<file path="src/rtl/pa_fetch.sv">
// Instruction-fetch stage of the pa core: holds the PC, issues word fetches and latches the
// returned instruction for decode. Define PA_FETCH_MISALIGN_EN to trap misaligned redirect targets.
module pa_fetch (
  input  logic        clk_i,
  input  logic        rst_i,
  input  logic        ctrl_pc_sel_i,
  input  logic        ctrl_stall_i,
  input  logic [31:0] branch_target_i,
  output logic        if_req_valid_o,
  output logic [31:0] if_req_addr_o,
  input  logic        if_resp_valid_i,
  input  logic [31:0] if_resp_data_i,
  output logic [31:0] if_stage_instr_o,
  output logic        instr_valid_o,
  output logic [31:0] pc_o,
  output logic        misalign_o
);

  localparam logic [31:0] PC_RESET_ADDR = 32'h0000_1000;

  typedef enum logic [1:0] {
    IDLE = 2'd0,
    REQ  = 2'd1,
    HOLD = 2'd2,
    KILL = 2'd3
  } state_t;

  state_t      state;
  logic [31:0] pc;
  logic        req_valid;
  logic [31:0] req_addr;
  logic [31:0] instr;
  logic        instr_valid;
  logic        misalign;

  logic        redir_acc;
  logic [31:0] tgt;
  logic        tgt_mis;
  logic [31:0] pc_inc;

  assign redir_acc = ctrl_pc_sel_i & ~ctrl_stall_i;
  assign pc_inc    = pc + 32'd4;

`ifdef PA_FETCH_MISALIGN_EN
  localparam logic [31:0] PC_EXCEPTION_ADDR = 32'h0000_8000;
  assign tgt_mis = |branch_target_i[1:0];
  assign tgt     = tgt_mis ? PC_EXCEPTION_ADDR : branch_target_i;
`else
  assign tgt_mis = 1'b0;
  assign tgt     = branch_target_i & ~32'h0000_0003;
`endif

  // Fetch FSM; every output is a register updated alongside the state transition.
  always_ff @(posedge clk_i) begin
    if (rst_i) begin
      state       <= IDLE;
      pc          <= PC_RESET_ADDR;
      req_valid   <= 1'b0;
      req_addr    <= 32'h0;
      instr       <= 32'h0;
      instr_valid <= 1'b0;
      misalign    <= 1'b0;
    end else begin
      misalign <= 1'b0;
      case (state)
        IDLE: begin
          state     <= REQ;
          req_valid <= 1'b1;
          req_addr  <= pc;
        end
        REQ: begin
          if (redir_acc) begin
            pc       <= tgt;
            misalign <= tgt_mis;
            if (if_resp_valid_i) begin
              // Response belongs to the abandoned address; the bus is free, so re-issue at once.
              req_addr <= tgt;
            end else begin
              state     <= KILL;
              req_valid <= 1'b0;
              req_addr  <= 32'h0;
            end
          end else if (if_resp_valid_i) begin
            state       <= HOLD;
            instr       <= if_resp_data_i;
            instr_valid <= 1'b1;
            req_valid   <= 1'b0;
            req_addr    <= 32'h0;
          end else begin
            state <= REQ;
          end
        end
        HOLD: begin
          if (ctrl_stall_i) begin
            state <= HOLD;
          end else if (ctrl_pc_sel_i) begin
            state       <= REQ;
            pc          <= tgt;
            misalign    <= tgt_mis;
            req_valid   <= 1'b1;
            req_addr    <= tgt;
            instr_valid <= 1'b0;
          end else begin
            state       <= REQ;
            pc          <= pc_inc;
            req_valid   <= 1'b1;
            req_addr    <= pc_inc;
            instr_valid <= 1'b0;
          end
        end
        KILL: begin
          if (redir_acc) begin
            pc       <= tgt;
            misalign <= tgt_mis;
          end else begin
            pc <= pc;
          end
          if (if_resp_valid_i) begin
            state     <= REQ;
            req_valid <= 1'b1;
            req_addr  <= redir_acc ? tgt : pc;
          end else begin
            state <= KILL;
          end
        end
        default: begin
          state       <= IDLE;
          req_valid   <= 1'b0;
          req_addr    <= 32'h0;
          instr_valid <= 1'b0;
        end
      endcase
    end
  end

  assign if_req_valid_o   = req_valid;
  assign if_req_addr_o    = req_addr;
  assign if_stage_instr_o = instr;
  assign instr_valid_o    = instr_valid;
  assign pc_o             = pc;
  assign misalign_o       = misalign;

endmodule

</file>
<file path="config.mk">
export PLATFORM = sky130hd
export DESIGN_NAME = pa_fetch
export DESIGN_NICKNAME = d
export VERILOG_FILES = /design/src/rtl/pa_fetch.sv
export SDC_FILE = /design/constraint.sdc
export NUM_CORES = 1
export LEC_CHECK = 0
export CAP_MARGIN = 10
export CORE_ASPECT_RATIO = 1.75
export CORE_MARGIN = 3
export CORE_UTILIZATION = 45
export CTS_BUF_LIST = sky130_fd_sc_hd__clkbuf_4 sky130_fd_sc_hd__clkbuf_8
export DETAILED_ROUTE_END_ITERATION = 10
export PLACE_DENSITY = 0.78
export SETUP_SLACK_MARGIN = 0.1
export SLEW_MARGIN = 20
export SYNTH_ARGS = -nofsm -noshare
export SYNTH_HDL_FRONTEND = slang
export SYNTH_SLANG_ARGS = --single-unit
</file>
<file path="constraint.sdc">
create_clock -name clk_i -period 2.3 [get_ports clk_i]
set_clock_uncertainty 0.15 [all_clocks]
set_input_delay 0.46 -clock clk_i [delete_from_list [all_inputs] [get_ports clk_i]]
set_output_delay 0.46 -clock clk_i [all_outputs]
set_load 0.02 [all_outputs]
</file>
Word-level counts from Yosys, hierarchy flattened
Index checks and enable logic that the tools add are counted.
{"block": "totals", "wordCells": 52, "register_bits": 100, "out_inout_bits": 99}
{"block": "op_classes", "muxes": 24, "reduce_logical": 9, "eq_ne": 9, "bitwise_logic": 3, "add_sub_neg": 1}
{"cell": "32-bit two-way mux", "count": 7}
{"cell": "32-bit one-hot mux with 4 select lines", "count": 1}
{"cell": "32-bit one-hot mux with 2 select lines", "count": 1}
{"cell": "32-bit by 3-bit adder with 32-bit output, second input constant", "count": 1}
{"cell": "2-bit two-way mux", "count": 5}
{"cell": "2-bit != test, second input constant", "count": 4}
{"cell": "2-bit one-hot mux with 4 select lines", "count": 1}
{"cell": "4-bit AND reduction", "count": 2}
{"cell": "1-bit two-way mux", "count": 7}
{"cell": "3-bit != test, second input constant", "count": 2}
{"cell": "3-bit AND reduction", "count": 2}
{"cell": "2-bit equality test, second input constant", "count": 2}
{"cell": "1-bit one-hot mux with 4 select lines", "count": 1}
{"cell": "2-bit nonzero test", "count": 2}
{"cell": "2-bit by 1-bit equality test with 1-bit output, second input constant", "count": 1}
{"cell": "2-bit zero test", "count": 1}
{"cell": "1-bit NOT", "count": 2}
{"cell": "1-bit one-hot mux with 2 select lines", "count": 1}
{"cell": "2-bit AND reduction", "count": 1}
{"cell": "2-bit OR reduction", "count": 1}
{"cell": "1-bit AND", "count": 1}

Longest topological paths before layout
Gate-level depths: netlist of run 1.
{"block": "depth", "ltp_word": 5, "depth_mapped": 8, "mapped_depth_nobuf": 6}

Least setup slack after synthesis of run 1
OpenSTA, ideal clock, no wires.
{"block": "synth_path", "path_type": "flip-flop to flip-flop", "startpoint": "register pc[2] (netlist: pc_o[2])", "endpoint": "register req_addr[24] (netlist: if_req_addr_o[24])", "path_buffers": 0, "synth_period_minus_slack_ps": 2301, "stages_incl_launch_ff": 7, "path_slack_ps": -1, "t_required_ps": 2017, "setup_time_ps": 133, "t_arrival_ps": 2017, "path_cell_list": "dfxtp_1 ha_1 nand4_2 nor4_2 mux2_2 o21ai_0 a211oi_1"}
{"block": "synth_via", "elab_chain_len": 4}
{"item": "start: declaration", "line_no": "29", "source": "logic [31:0] pc;"}
{"item": "start signal: assignment", "line_no": "73", "source": "pc <= tgt;"}
{"item": "start signal: assignment", "line_no": "98", "source": "pc <= tgt;"}
{"item": "start signal: assignment", "line_no": "105", "source": "pc <= pc_inc;"}
{"item": "32-bit by 3-bit adder with 32-bit output", "line_no": "42", "source": "assign pc_inc = pc + 32'd4;"}
{"item": "32-bit two-way mux", "line_no": "96", "source": "end else if (ctrl_pc_sel_i) begin"}
{"item": "32-bit two-way mux", "line_no": "94", "source": "if (ctrl_stall_i) begin"}
{"item": "32-bit one-hot mux with 4 select lines", "line_no": "65", "source": "case (state)"}
{"item": "end signal: assignment", "line_no": "69", "source": "req_addr <= pc;"}
{"item": "end signal: assignment", "line_no": "101", "source": "req_addr <= tgt;"}
{"item": "end signal: assignment", "line_no": "107", "source": "req_addr <= pc_inc;"}
{"item": "end: declaration", "line_no": "31", "source": "logic [31:0] req_addr;"}
No other way between the ends. The select of a mux whose other input is x is not followed.
A chain may end at the register's enable or synchronous reset.

Worst setup path in the final report of run 1
Same ends and word-level chain as after synthesis.

==> metrics.cfg, run 1 <==
[drt]
firstDrtPassIters=5
met3_wirelength_mm=1.770
drtIter0Drc=625
drc=0
vias_per_cell=6.114
antenna_left=0
wirelength_mm=22.76
route.met2.wl_mm=11.33
vias=7153
met1_length_mm=8.281
wl_per_cell_um=19.45
route.top_layer_used=met4

[cells_and_area]
fin_cells=1170
syn_to_final_growth_pct=47.50
mostFrequentLayoutCells=clkdlybuf4s50_1, buf_4, nand2_1
antenna_cells=0
final_common_cell=clkdlybuf4s50_1
finalNetCount=1067
drive_gt1_frac=0.1896

[yosys]
synth_ff_type=dfxtp_1
async_flop_share=0
ys.warnings.count=0
synthDistinctLibCells=70
synth_top_area_frac=0.3409
seq_area_frac_synth=0.3409
syn_inst=776
synth_edf_count=0
synth_largest_area_cell=dfxtp_1
synth_seq_cells=100
netlist_area_mm2=0.005872
synthesis.nets=846
synth_area_leaders=dfxtp_1, nand2_1, a21oi_1, o21ai_0, a221oi_1
synth.avg_cell_area_um2=7.567

[clock_network]
clk_latency_ns=0.38
cts_buffers=9
tritoncts=yes
h-tree-depth=3
clk_pin_slew_ns=0.10
cts-root-buf=clkbuf_8
cts_sinks=100
clk_path_buf_depth=2

[power]
pwr_density_cell_mw_per_mm2=534.4
total_leakage_power_nw=3.354
ir_worst_vdd_mv=0.3959

[floorplan]
initial_core_util=0.4647
die_w_um=92.35
die_h_um=157.1
row_count=54
dieArea_mm2=0.01451
io_pins=168
core_mm2=0.01263

[sta]
finalHoldViolCount=0
timing.final.ws_setup_ns=0.1164
timing.fmax_mhz=458.0
grt_setup_unrepaired=yes
min_period_ns=2.184
finalCritPeriodShare=0.9494
setup_viol=0
slew_viol_final=0
max-slew-margin-rel=0.5931
worst_pin_slew_ns=0.6027

[grt]
groute.usage.overall=0.3084
grt_max_degree=44
grt_pass1_vias=6936
grt-ovfl-total=0
grt_first_pass_wirelength_mm=35.85
antenna_found_initial=0

[placement]
post-place-ws_ns=-0.4426
hpwl_mm=16.75
gp_congestion=0.9408
placedCellCount=1149
portBuffers=164

[worst_hold_path]
hp-class=register to register
min_path_cells=2

[critical_path]
crit_type=register to register
critPathMaxFanout=5
worstPathRequired_ns=2.41
r2r_cells=7
worstPathArrival_ns=2.29
cp-end-kind=register
critPathLaunchType=register

[status]
status=complete, no violations

[run]
maxCapViolations=0

[worst max-delay path, stage by stage (launching register included)]
cell,delay (ns)
dfxtp_2,0.34
ha_2,0.21
nand4_4,0.18
nor4_4,0.36
buf_4,0.18
mux2_2,0.35
o21ai_0,0.19
a211oi_1,0.10
[what timing repair did]
item	CTS	global route
endpoints found under the setup margin	61	27
hold buffers	0	0
pin swaps	1	3
resized for setup	16	19
setup buffers	2	3
[kinds of logic (layout without fill, tap and decap cells)]
logic type,after synthesis,after routing,synth area share
flip-flops,100,100,0.3409
multiplexers,17,17,0.03154
XOR/XNOR,8,8,0.01193
AND/OR/NAND/NOR,294,294,0.2478
AO/OA/AOI/OAI,266,266,0.3024
buffers and inverters,89,315,0.06265
other,1,1,0.0006386
adder cells (fa/ha/maj),1,1,0.002130
[power breakdown]
group | switching [mW] | internal (mW)
clock | 0.713 | 0.422
sequential | 0.0926 | 1.86
combinational | 0.834 | 0.708
total | 1.64 | 2.99
[stage by stage]
stage,power (mW),utilization,hold WS [ns],instance area [um2],setup TNS (ns)
4_1_cts,4.620,0.6785,0.3117,8572,0
5_1_grt,4.827,0.6855,0.3311,8661,0
3_3_place_gp,3.483,0.6604,0.2906,8344,-22.45
3_5_place_dp,3.498,0.6604,0.2957,8344,-25.57
6_report,4.628,0.6855,0.3090,8661,0
2_1_floorplan,2.748,-,0.3802,5898,0
[flip-flops by register name, summed over array words and instances, names as in the netlist]
register and cells:
instr_valid_o 1, if_req_valid_o 1, pc_o 32, if_req_addr_o 32, state 2, if_stage_instr_o 32
[synth_stat cells, drive strengths merged, types with 6 or more instances]
cell,n
xnor2,6
nor4,10
nor3,15
a22oi,12
buf,27
a211oi,21
o21a,6
nor2b,9
clkbuf,51
o22ai,9
o21ai,43
dfxtp,100
mux2i,8
and3,14
mux2,9
o32ai,7
o211ai,8
and4,7
a221oi,23
nand2b,12
inv,9
nor2,50
a21oi,79
a31oi,6
nand4,15
nand2,119
nand3,21
[final cells by class]
cell class              instances  area (um2)
fillers                      1106        3974
clock buffers                   9       123.9
multi-input cells             587        3586
flip-flops and latches        100        2018
clock inverters                 7       66.31
well taps                     168       210.2
inverters                      11       41.29
repair buffers                288        2615
[layer usage]
metal / up-vias / global-route usage
met3: 106 / 0.05213
met1: 3318 / 0.3471
met4: 0 / 0.1871
met2: 415 / 0.5388
met5: - / 0
li1: 3314 / -
[final timing paths]
check | end | slack [ns] | from
min | if_stage_instr_o[3]$_SDFFE_PP0P_ | 0.31 | if_stage_instr_o[3]$_SDFFE_PP0P_
min reg2reg | if_stage_instr_o[3]$_SDFFE_PP0P_ | 0.31 | if_stage_instr_o[3]$_SDFFE_PP0P_
max reg2reg | if_req_addr_o[24]$_SDFFE_PP0P_ | 0.12 | pc_o[2]$_SDFFE_PP0P_
max | if_req_addr_o[24]$_SDFFE_PP0P_ | 0.12 | pc_o[2]$_SDFFE_PP0P_
Note: power is estimated with default switching activity, not from simulation.
==> run 2, diff against run 1 <==
CAP_MARGIN = unset   (was 10)
SKIP_CTS_REPAIR_TIMING = 1   (was unset)
==> metrics.cfg, run 2 (synthesized netlist as in run 1, its figures left out) <==
[run]
maxCapViolations=0

[drt]
drc=0
wirelength_mm=23.02
vias_per_cell=6.116
antenna_left=0
vias=7186
firstDrtPassIters=5
drtIter0Drc=682
wl_per_cell_um=19.59

[grt]
grt_first_pass_wirelength_mm=35.74
grt_pass1_vias=6929
groute.usage.overall=0.3078
grt-ovfl-total=0
antenna_found_initial=0
grt_max_degree=44

[power]
ir_worst_vdd_mv=0.3937
pwr_density_cell_mw_per_mm2=529.6
total_leakage_power_nw=3.478

[critical_path]
crit_type=register to primary output
critPathMaxFanout=12
worstPathArrival_ns=1.57
cpPeakStageDelay_ns=0.62
path_delay_family=buffers and inverters
worstPathRequired_ns=1.69
cp-end-kind=primary output
critPathLaunchType=register
path_cells=buf_4 > clkdlybuf4s50_1
crit_path_top_delay_cell=clkdlybuf4s50_1
cp_num_buf_inv=2

[clock_network]
cts_buffers=9
clk_path_buf_depth=2
cts-root-buf=clkbuf_8
clk_pin_slew_ns=0.10
h-tree-depth=3
cts_sinks=100
clk_latency_ns=0.38
tritoncts=yes

[cells_and_area]
final_common_cell=clkdlybuf4s50_1
fin_cells=1175
drive_gt1_frac=0.1986
finalNetCount=1072
syn_to_final_growth_pct=49.63
antenna_cells=0
mostFrequentLayoutCells=clkdlybuf4s50_1, buf_4, nand2_1

[placement]
portBuffers=164
gp_congestion=0.9408
placedCellCount=1149
hpwl_mm=16.75

[floorplan]
initial_core_util=0.4647
core_mm2=0.01263
row_count=54
io_pins=168
die_w_um=92.35
die_h_um=157.1
dieArea_mm2=0.01451

[sta]
finalHoldViolCount=0
setup_viol=0
slew_viol_final=0
min_period_ns=2.184
max-slew-margin-rel=0.6203
worst_pin_slew_ns=0.5625
finalCritPeriodShare=0.9495
timing.fmax_mhz=457.9
setup_tns_ns=0
grt_setup_unrepaired=yes

[status]
status=complete, no violations

[worst_hold_path]
hp-class=register to register

## run 2: cell types whose count changed in the layout (fill, tap and decap cells not counted), sizes merged
cell and delta:
buf +5, clkdlybuf4s50 -1, dlygate4sd2 -5, dlymetal6s2s +6
## run 2: per-layer routing
metal | vias to the layer above | global-route usage | share of wire
li1 | 3328 | - | -
met1 | 3369 | 0.3462 | 0.37
met2 | 389 | 0.5384 | 0.50
met3 | 100 | 0.05117 | 0.075
met4 | 0 | 0.1871 | 0.059
met5 | - | 0 | 0
## run 2: path summary, 6_finish.rpt
kind                                          from                                to  slack [ns]  depth (start not counted)
setup / recovery              pc_o[7]$_SDFFE_PP0P_                           pc_o[7]        0.12                          2
hold / removal    if_stage_instr_o[3]$_SDFFE_PP0P_  if_stage_instr_o[3]$_SDFFE_PP0P_        0.31                          2
setup reg to reg              pc_o[2]$_SDFFE_PP0P_    if_req_addr_o[14]$_SDFFE_PP0P_        0.14                          6
hold reg to reg   if_stage_instr_o[3]$_SDFFE_PP0P_  if_stage_instr_o[3]$_SDFFE_PP0P_        0.31                          2
## run 2: layout make-up
| class | instances | area, um2 |
|---|---|---|
| multi-input cells | 587 | 3632 |
| repair buffers | 293 | 2689 |
| fillers | 1095 | 3849 |
| flip-flops and latches | 100 | 2023 |
| clock buffers | 9 | 123.9 |
| inverters | 11 | 41.29 |
| well taps | 168 | 210.2 |
| clock inverters | 7 | 66.31 |
## run 2: metrics by stage
step | setup slack, ns | hold slack (ns) | utilization | area [um2] | power, mW
after CTS | -0.04693 | 0.3117 | 0.6755 | 8534 | 4.619
final | 0.1162 | 0.3085 | 0.6954 | 8786 | 4.653
after global placement | -0.3903 | 0.2906 | 0.6604 | 8344 | 3.483
after global routing | 0.06570 | 0.3311 | 0.6954 | 8786 | 4.848
after detailed placement | -0.4426 | 0.2957 | 0.6604 | 8344 | 3.498
after floorplan | 0.1005 | 0.3802 | - | 5898 | 2.748
## run 2: tightest hold or removal path, cell delays in order, from the launching register on
cell     delay, ns
dfxtp_1       0.32
nand2_1       0.05
a21oi_1       0.05
## run 2: report_power, final
group | internal, mW | switching (mW) | total (mW)
Clock | 0.422 | 0.711 | 1.13
Sequential | 1.86 | 0.0974 | 1.96
Combinational | 0.720 | 0.842 | 1.56
Total | 3.00 | 1.65 | 4.65
